`config.mk`:
```
export PLATFORM = sky130hd
export DESIGN_NAME = gpr_wb_arbiter_flat
export DESIGN_NICKNAME = d
export VERILOG_FILES = /design/src/rtl/gpr_wb_arbiter_pkg.sv /design/src/rtl/gpr_wb_arbiter_if.sv /design/src/rtl/gpr_wb_arbiter_fifo.sv /design/src/rtl/gpr_wb_arbiter.sv /design/src/flat_wrapper.sv
export SDC_FILE = /design/constraint.sdc
export NUM_CORES = 1
export LEC_CHECK = 0
export CAP_MARGIN = 20
export CORE_MARGIN = 4
export CORE_UTILIZATION = 53
export CTS_CLUSTER_SIZE = 20
export DETAILED_ROUTE_END_ITERATION = 7
export GPL_TIMING_DRIVEN = 0
export PLACE_DENSITY = 0.8
export SLEW_MARGIN = 25
export SYNTH_ARGS = -nofsm -noshare
export SYNTH_HDL_FRONTEND = slang
export SYNTH_HIERARCHICAL = 1
export SYNTH_SLANG_ARGS = --single-unit
```
`constraint.sdc`:
```
create_clock -name clk -period 2.8 [get_ports clk]
set_input_delay 0.28 -clock clk [delete_from_list [all_inputs] [get_ports clk]]
set_output_delay 0.28 -clock clk [all_outputs]
set_load 0.03 [all_outputs]
```
`src/rtl/gpr_wb_arbiter_pkg.sv`:
```
// rtl/gpr_wb_arbiter_pkg.sv - shared widths and the queued write-back entry type
package gpr_wb_arbiter_pkg;
  localparam int REG_AW = 5;
  localparam int DATA_W = 32;

  typedef struct packed {
    logic [REG_AW-1:0] rw;
    logic [DATA_W-1:0] wd;
  } wb_entry_t;
endpackage

```
`src/rtl/gpr_wb_arbiter_if.sv`:
```
// rtl/gpr_wb_arbiter_if.sv - result sources, scoreboard and GPR write port bundle
interface gpr_wb_arbiter_if;
  import gpr_wb_arbiter_pkg::*;

  logic              alu_valid;
  logic [REG_AW-1:0] alu_rw;
  logic [DATA_W-1:0] alu_wd;
  logic              alu_ovf;
  logic              lsu_valid;
  logic              lsu_ready;
  logic [REG_AW-1:0] lsu_rw;
  logic [DATA_W-1:0] lsu_wd;
  logic              sb_alloc;
  logic [REG_AW-1:0] sb_alloc_rw;
  logic [31:0]       sb_busy;
  logic              alu_stall;
  logic              gpr_we;
  logic [REG_AW-1:0] gpr_rw;
  logic [DATA_W-1:0] gpr_wd;
  logic              gpr_ovf;
  logic              overflag;

  modport master (
    output alu_valid, alu_rw, alu_wd, alu_ovf, lsu_valid, lsu_rw, lsu_wd, sb_alloc, sb_alloc_rw,
    input  lsu_ready, sb_busy, alu_stall, gpr_we, gpr_rw, gpr_wd, gpr_ovf, overflag
  );

  modport slave (
    input  alu_valid, alu_rw, alu_wd, alu_ovf, lsu_valid, lsu_rw, lsu_wd, sb_alloc, sb_alloc_rw,
    output lsu_ready, sb_busy, alu_stall, gpr_we, gpr_rw, gpr_wd, gpr_ovf, overflag
  );
endinterface

```
`src/rtl/gpr_wb_arbiter_fifo.sv`:
```
// rtl/gpr_wb_arbiter_fifo.sv - synchronous queue of long-latency write-back entries
module gpr_wb_arbiter_fifo
  import gpr_wb_arbiter_pkg::*;
#(
  parameter int DEPTH = 4,
  localparam int AW   = $clog2(DEPTH),
  localparam int CW   = $clog2(DEPTH) + 1
) (
  input  logic          clk,
  input  logic          rst,
  input  logic          push_i,
  input  wb_entry_t     din_i,
  input  logic          pop_i,
  output wb_entry_t     head_o,
  output logic          empty_o,
  output logic [CW-1:0] count_o
);
  wb_entry_t       mem_q [DEPTH];
  logic [AW-1:0]   wr_ptr_q, rd_ptr_q;
  logic [CW-1:0]   count_q;

  // Caller guarantees push only when not full and pop only when not empty.
  always_ff @(posedge clk or posedge rst) begin
    if (rst) begin
      wr_ptr_q <= '0;
      rd_ptr_q <= '0;
      count_q  <= '0;
    end else begin
      if (push_i) wr_ptr_q <= wr_ptr_q + AW'(1);
      if (pop_i)  rd_ptr_q <= rd_ptr_q + AW'(1);
      if (push_i && !pop_i)      count_q <= count_q + CW'(1);
      else if (pop_i && !push_i) count_q <= count_q - CW'(1);
    end
  end

  always_ff @(posedge clk) begin
    if (push_i) mem_q[wr_ptr_q] <= din_i;
  end

  assign head_o  = mem_q[rd_ptr_q];
  assign empty_o = (count_q == '0);
  assign count_o = count_q;
endmodule

```
`src/rtl/gpr_wb_arbiter.sv`:
```
// rtl/gpr_wb_arbiter.sv - merges ALU and queued long-latency results onto the GPR write port
module gpr_wb_arbiter
  import gpr_wb_arbiter_pkg::*;
#(
  parameter int FIFO_DEPTH = 4,
  parameter int STARVE_MAX = 3
) (
  input logic            clk,
  input logic            rst,
  gpr_wb_arbiter_if.slave wb
);
  localparam int CW = $clog2(FIFO_DEPTH) + 1;
  localparam int SW = $clog2(STARVE_MAX + 1);
  localparam logic [CW-1:0] DEPTH_C  = CW'(FIFO_DEPTH);
  localparam logic [SW-1:0] STARVE_C = SW'(STARVE_MAX);

  wb_entry_t         head, push_entry;
  logic              fifo_empty;
  logic [CW-1:0]     fifo_count;
  logic              fifo_push, fifo_pop, alu_win, stall;
  logic [SW-1:0]     starve_q, starve_d;
  logic [31:0]       sb_q, sb_d;
  logic              gpr_we_q, gpr_ovf_q, overflag_q;
  logic [REG_AW-1:0] gpr_rw_q;
  logic [DATA_W-1:0] gpr_wd_q;

  assign push_entry = '{rw: wb.lsu_rw, wd: wb.lsu_wd};

  gpr_wb_arbiter_fifo #(.DEPTH(FIFO_DEPTH)) u_fifo (
    .clk     (clk),
    .rst     (rst),
    .push_i  (fifo_push),
    .din_i   (push_entry),
    .pop_i   (fifo_pop),
    .head_o  (head),
    .empty_o (fifo_empty),
    .count_o (fifo_count)
  );

  // Ready comes from the registered count, so a pop never frees a slot in the same cycle.
  always_comb begin
    stall     = (starve_q == STARVE_C) && !fifo_empty;
    alu_win   = wb.alu_valid && !stall;
    fifo_pop  = !fifo_empty && !alu_win;
    fifo_push = wb.lsu_valid && (fifo_count != DEPTH_C) && (wb.lsu_rw != '0);
  end

  always_comb begin
    starve_d = starve_q;
    if (fifo_empty || fifo_pop)               starve_d = '0;
    else if (alu_win && starve_q != STARVE_C) starve_d = starve_q + SW'(1);
  end

  // Clear before set so a same-cycle reservation of the committing register survives.
  always_comb begin
    sb_d = sb_q;
    if (fifo_pop) sb_d[head.rw] = 1'b0;
    if (wb.sb_alloc && wb.sb_alloc_rw != '0) sb_d[wb.sb_alloc_rw] = 1'b1;
  end

  always_ff @(posedge clk or posedge rst) begin
    if (rst) begin
      starve_q   <= '0;
      sb_q       <= '0;
      gpr_we_q   <= 1'b0;
      gpr_ovf_q  <= 1'b0;
      gpr_rw_q   <= '0;
      gpr_wd_q   <= '0;
      overflag_q <= 1'b0;
    end else begin
      starve_q <= starve_d;
      sb_q     <= sb_d;
      if (alu_win) begin
        gpr_we_q  <= (wb.alu_rw != '0) && !wb.alu_ovf;
        gpr_ovf_q <= wb.alu_ovf;
        gpr_rw_q  <= wb.alu_rw;
        gpr_wd_q  <= wb.alu_wd;
        if (wb.alu_ovf) overflag_q <= 1'b1;
      end else if (fifo_pop) begin
        gpr_we_q  <= (head.rw != '0);
        gpr_ovf_q <= 1'b0;
        gpr_rw_q  <= head.rw;
        gpr_wd_q  <= head.wd;
      end else begin
        gpr_we_q  <= 1'b0;
        gpr_ovf_q <= 1'b0;
      end
    end
  end

  assign wb.lsu_ready = (fifo_count != DEPTH_C);
  assign wb.alu_stall = stall;
  assign wb.sb_busy   = sb_q;
  assign wb.gpr_we    = gpr_we_q;
  assign wb.gpr_rw    = gpr_rw_q;
  assign wb.gpr_wd    = gpr_wd_q;
  assign wb.gpr_ovf   = gpr_ovf_q;
  assign wb.overflag  = overflag_q;
endmodule

```
`src/flat_wrapper.sv`:
```
// flat-port wrapper written by rule: the top's interface ports become plain ports
module gpr_wb_arbiter_flat import gpr_wb_arbiter_pkg::*;
#(
  parameter int FIFO_DEPTH = 4,
  parameter int STARVE_MAX = 3
)
  (clk, rst, wb_alu_valid, wb_alu_rw, wb_alu_wd, wb_alu_ovf, wb_lsu_valid, wb_lsu_rw, wb_lsu_wd, wb_sb_alloc, wb_sb_alloc_rw, wb_lsu_ready, wb_sb_busy, wb_alu_stall, wb_gpr_we, wb_gpr_rw, wb_gpr_wd, wb_gpr_ovf, wb_overflag);
  gpr_wb_arbiter_if wb_i ();
  input logic clk;
  input logic rst;
  input wire logic [$bits(wb_i.alu_valid)-1:0] wb_alu_valid;
  input wire logic [$bits(wb_i.alu_rw)-1:0] wb_alu_rw;
  input wire logic [$bits(wb_i.alu_wd)-1:0] wb_alu_wd;
  input wire logic [$bits(wb_i.alu_ovf)-1:0] wb_alu_ovf;
  input wire logic [$bits(wb_i.lsu_valid)-1:0] wb_lsu_valid;
  input wire logic [$bits(wb_i.lsu_rw)-1:0] wb_lsu_rw;
  input wire logic [$bits(wb_i.lsu_wd)-1:0] wb_lsu_wd;
  input wire logic [$bits(wb_i.sb_alloc)-1:0] wb_sb_alloc;
  input wire logic [$bits(wb_i.sb_alloc_rw)-1:0] wb_sb_alloc_rw;
  output wire logic [$bits(wb_i.lsu_ready)-1:0] wb_lsu_ready;
  output wire logic [$bits(wb_i.sb_busy)-1:0] wb_sb_busy;
  output wire logic [$bits(wb_i.alu_stall)-1:0] wb_alu_stall;
  output wire logic [$bits(wb_i.gpr_we)-1:0] wb_gpr_we;
  output wire logic [$bits(wb_i.gpr_rw)-1:0] wb_gpr_rw;
  output wire logic [$bits(wb_i.gpr_wd)-1:0] wb_gpr_wd;
  output wire logic [$bits(wb_i.gpr_ovf)-1:0] wb_gpr_ovf;
  output wire logic [$bits(wb_i.overflag)-1:0] wb_overflag;
  assign wb_i.alu_valid = wb_alu_valid;
  assign wb_i.alu_rw = wb_alu_rw;
  assign wb_i.alu_wd = wb_alu_wd;
  assign wb_i.alu_ovf = wb_alu_ovf;
  assign wb_i.lsu_valid = wb_lsu_valid;
  assign wb_i.lsu_rw = wb_lsu_rw;
  assign wb_i.lsu_wd = wb_lsu_wd;
  assign wb_i.sb_alloc = wb_sb_alloc;
  assign wb_i.sb_alloc_rw = wb_sb_alloc_rw;
  assign wb_lsu_ready = wb_i.lsu_ready;
  assign wb_sb_busy = wb_i.sb_busy;
  assign wb_alu_stall = wb_i.alu_stall;
  assign wb_gpr_we = wb_i.gpr_we;
  assign wb_gpr_rw = wb_i.gpr_rw;
  assign wb_gpr_wd = wb_i.gpr_wd;
  assign wb_gpr_ovf = wb_i.gpr_ovf;
  assign wb_overflag = wb_i.overflag;
  gpr_wb_arbiter #(.FIFO_DEPTH(FIFO_DEPTH), .STARVE_MAX(STARVE_MAX)) u_core (.clk(clk), .rst(rst), .wb(wb_i));
endmodule
```
==> results.md <==
- Total setup buffers inserted after CTS: 0
- Top Ports: 159
- GR Overflow Total: 0
- Clk_skew: 11.6 ps
- DPL Wire Length: 14900 um
- Post-synth ARST share: 35.4%
- Compound-gate portion of the synthesized area: 6.23%
- First-pass DRT Iterations: 7
- I/O Buffers: 155
- Crit-path cells: nor3_1 > buf_2 > buf_4 > nor2_1 > inv_1 > ha_1 > inv_1 > fa_1 > mux2_2
- Tightest Pin Transition: 703 ps
- Worst-case clock buffer depth: 3
- CTS sink cnt: 229
- Critical Path Sink Type: flip-flop
- CP peak stage delay: 460 ps
- Initial antenna violation count: 1
- Synth area leader: edfxtp_1
- N_diodes: 0
- GPL Wtd Cong: 0.868
- Die width: 140 um
- Mux cell area share after synthesis: 13.1%
- Final Instance Count excl. Fillers: 987
- Area delta synth->final: 29.3%
- Number of cell rows: 48
- Min-Delay Path Class: primary input to asynchronous set/reset pin
- Mapped Nets: 654
- Main combinational cell family by area after synthesis: multiplexers
- Syn. warnings: 6
- Initial core utilization: 53.9%
- Post-route cell area: 12000 um^2
- Setup TNS: 0 ps
- Largest delay contributor family on the critical path: adder cells
- Hold buffer count at cts: 0
- Max Fclk: 0.388 GHz
- Simple-gate portion of the synthesized area: 6.64%
- Max-Cap Viols: 0
- Post-DRT Antenna Nets: 0
- Maximum level of the CTS H-tree: 1
- Final worst slack: 226 ps
- Crit path max fanout: 10
- Wire per inst: 21.5 um
- Fin crit share: 91.9%
- Most frequent cell after synthesis: edfxtp_1
- Leak Pwr: 4.28 nW
- First-pass GRT wire length: 33800 um
- Die footprint: 19600 um^2
- Worst path required time: 3190 ps
- Die Y: 140 um
- Post-Synth Adder-Cell Area: 1.03%
- Total GRT Usage: 22.0%
- Post-synth EDFFs: 148
- Worst EP arrival: 2970 ps
- Status: complete, no violations
- Tot Pwr: 13.4 mW
- Root buf cell: clkbuf_16
- Share of the synthesized area in the top cell type: 48.0%
- Unique cell type count in the Yosys netlist: 41
- Clk_lat worst skew: 500 ps
- Nets: 837
- Top cell by count, worst path: inv_1
- RSZ-0062 raised after global routing: false
- Power per cell area: 1120 nW/um^2
- Setup crit start kind: flip-flop
- WS Path Type: flip-flop to flip-flop
- Post-synthesis register bit count: 229
- Dpl cells: 947
- Fillers: 1136
- Main flop type after synthesis: edfxtp_1
- Final Hold Viols: 0
- Pre-CTS setup slack: -79.1 ps
- Core footprint: 17200 um^2
- Largest net degree at the start of global routing: 46
- Reg clk slew, reported paths: 60 ps
- Slew Limit Fails: 0
- Post-Syn Area per Cell: 16.5 um^2
- Final setup fails: 0
- Netlist Area Pre-Place: 9250 um^2
- Mapped Cells: 562
- DRC: 0
- Reg2Reg Setup Slack: 230 ps
- Vias in the first global route: 6101
- Min Tclk post-route: 2570 ps
- Hold WS: 101 ps
- Num CTS Buffers: 23
- TritonCTS clock tree: done
- Top post-synthesis cells by area: edfxtp_1, dfrtp_1, mux4_2
- Critical Path Slowest Stage Cell: nor2_1
- Final WL: 21300 um
- Crit path buf inv count: 4
- Peak supply drop: 0.618 mV
- Register area share after synthesis: 69.9%
- Via density: 5.81
- Synth Area in XOR/XNOR: 0.568%
- Via count: 5734
- Post-layout util: 69.7%
- Post-synth top cells: edfxtp_1, dfrtp_1, o21ai_0, nand3_1, mux4_2
- Initial DRC Count: 486
- Area after DPL: 11200 um^2
- Slew headroom: 53.2%
- Layout cells sized above 1: 14.6%
[worst reg2reg max path, stage by stage, from the launching register on]
cell and delay (ps):
dfrtp_1 420, nor3_1 80, buf_2 180, buf_4 220, nor2_1 460, inv_1 120
ha_1 230, inv_1 80, fa_1 410, mux2_2 270
[placed cells by master (no fill, tap or decap), types with 2 or more instances in the layout]
cell type        count
a21o_1               2
and2_1               3
and2_2               4
buf_1                2
buf_16               4
buf_2               12
buf_4                4
buf_6                3
bufinv_16            2
clkbuf_1            21
clkbuf_16           23
clkbuf_8             3
clkdlybuf4s50_1    154
clkinv_1             2
clkinv_2             4
dfrtp_1             81
edfxtp_1           148
ha_1                 6
inv_1                7
mux2_2               2
mux2i_1             36
mux4_2              37
nand2_1             10
nand2b_1             5
nand3_1             38
nand3b_1             5
nand4_1             15
nor2_1               9
nor2b_1              4
nor3_1               4
o21ai_0             51
o2bb2ai_1           14
o41ai_1             17
or2_2                2
or2b_1               2
or3b_2               4
xnor2_1              2
xor2_1               4
[cells by family (layout without fill, tap and decap cells)]
family / count (synthesis) / after routing
AO/OA/AOI/OAI: 88 / 88
XOR/XNOR: 6 / 6
adder cells (fa/ha/maj): 7 / 7
buffers and inverters: 47 / 247
flip-flops: 229 / 229
multiplexers: 75 / 75
AND/OR/NAND/NOR: 110 / 110
[where the power goes]
group / total, mW / internal [mW] / switching, mW / leakage, nW
sequential: 5.04 / 4.60 / 0.446 / 2.33
clock: 2.98 / 1.78 / 1.20 / 0.368
combinational: 5.33 / 2.32 / 3.01 / 1.58
[cell type report]
class | instances | area, um^2 | area share [%]
plain buffers | 37 | 193 | 1.61
flip-flops and latches | 229 | 6470 | 54.1
repair buffers | 160 | 1680 | 14.1
multi-input cells | 286 | 2560 | 21.4
well taps | 225 | 282 | 2.35
inverters | 8 | 32.5 | 0.272
clock inverters | 10 | 105 | 0.878
clock buffers | 32 | 639 | 5.34
[repair_timing]
action | 4_1_cts | 5_1_grt
resized for setup | 1 | 3
pin swaps | 0 | 0
endpoints found under the setup margin | 1 | 2
[registers in the layout (all words and copies together) (netlist names), 2 cells and up]
register and flops:
u_core/wb.sb_busy 32, u_core/wb.gpr_rw 5, u_core/starve_q 2, u_core/u_fifo/mem_q 148, u_core/u_fifo/count_o 3, u_core/wb.gpr_wd 32
u_core/u_fifo/rd_ptr_q 2, u_core/u_fifo/wr_ptr_q 2
[metal layers]
layer / track usage, % / up-vias / part of all wire [%]
met2: 36.9 / 281 / 50
met3: 5.22 / 38 / 8.9
li1: - / 2581 / -
met1: 29.0 / 2832 / 39
met4: 6.48 / 2 / 2.5
met5: 0 / - / 0.052
[path summary, 6_finish.rpt]
kind	startpoint	endpoint	cells past startpoint
setup / recovery	u_core/u_fifo/count_o[0]$_DFFE_PP0P_	u_core/u_fifo/count_o[1]$_DFFE_PP0P_	9
hold / removal	rst	u_core/u_fifo/count_o[1]$_DFFE_PP0P_	2
setup reg to reg	u_core/u_fifo/count_o[0]$_DFFE_PP0P_	u_core/u_fifo/count_o[1]$_DFFE_PP0P_	9
hold reg to reg	u_core/wb.overflag$_DFFE_PP0P_	u_core/wb.overflag$_DFFE_PP0P_	1
max in group asynchronous	rst	u_core/wb.gpr_wd[2]$_DFFE_PP0P_	3
min in group clk	wb_sb_alloc_rw[4]	u_core/wb.sb_busy[3]$_DFF_PP0_	2
Note: power is estimated with default switching activity, not from simulation.
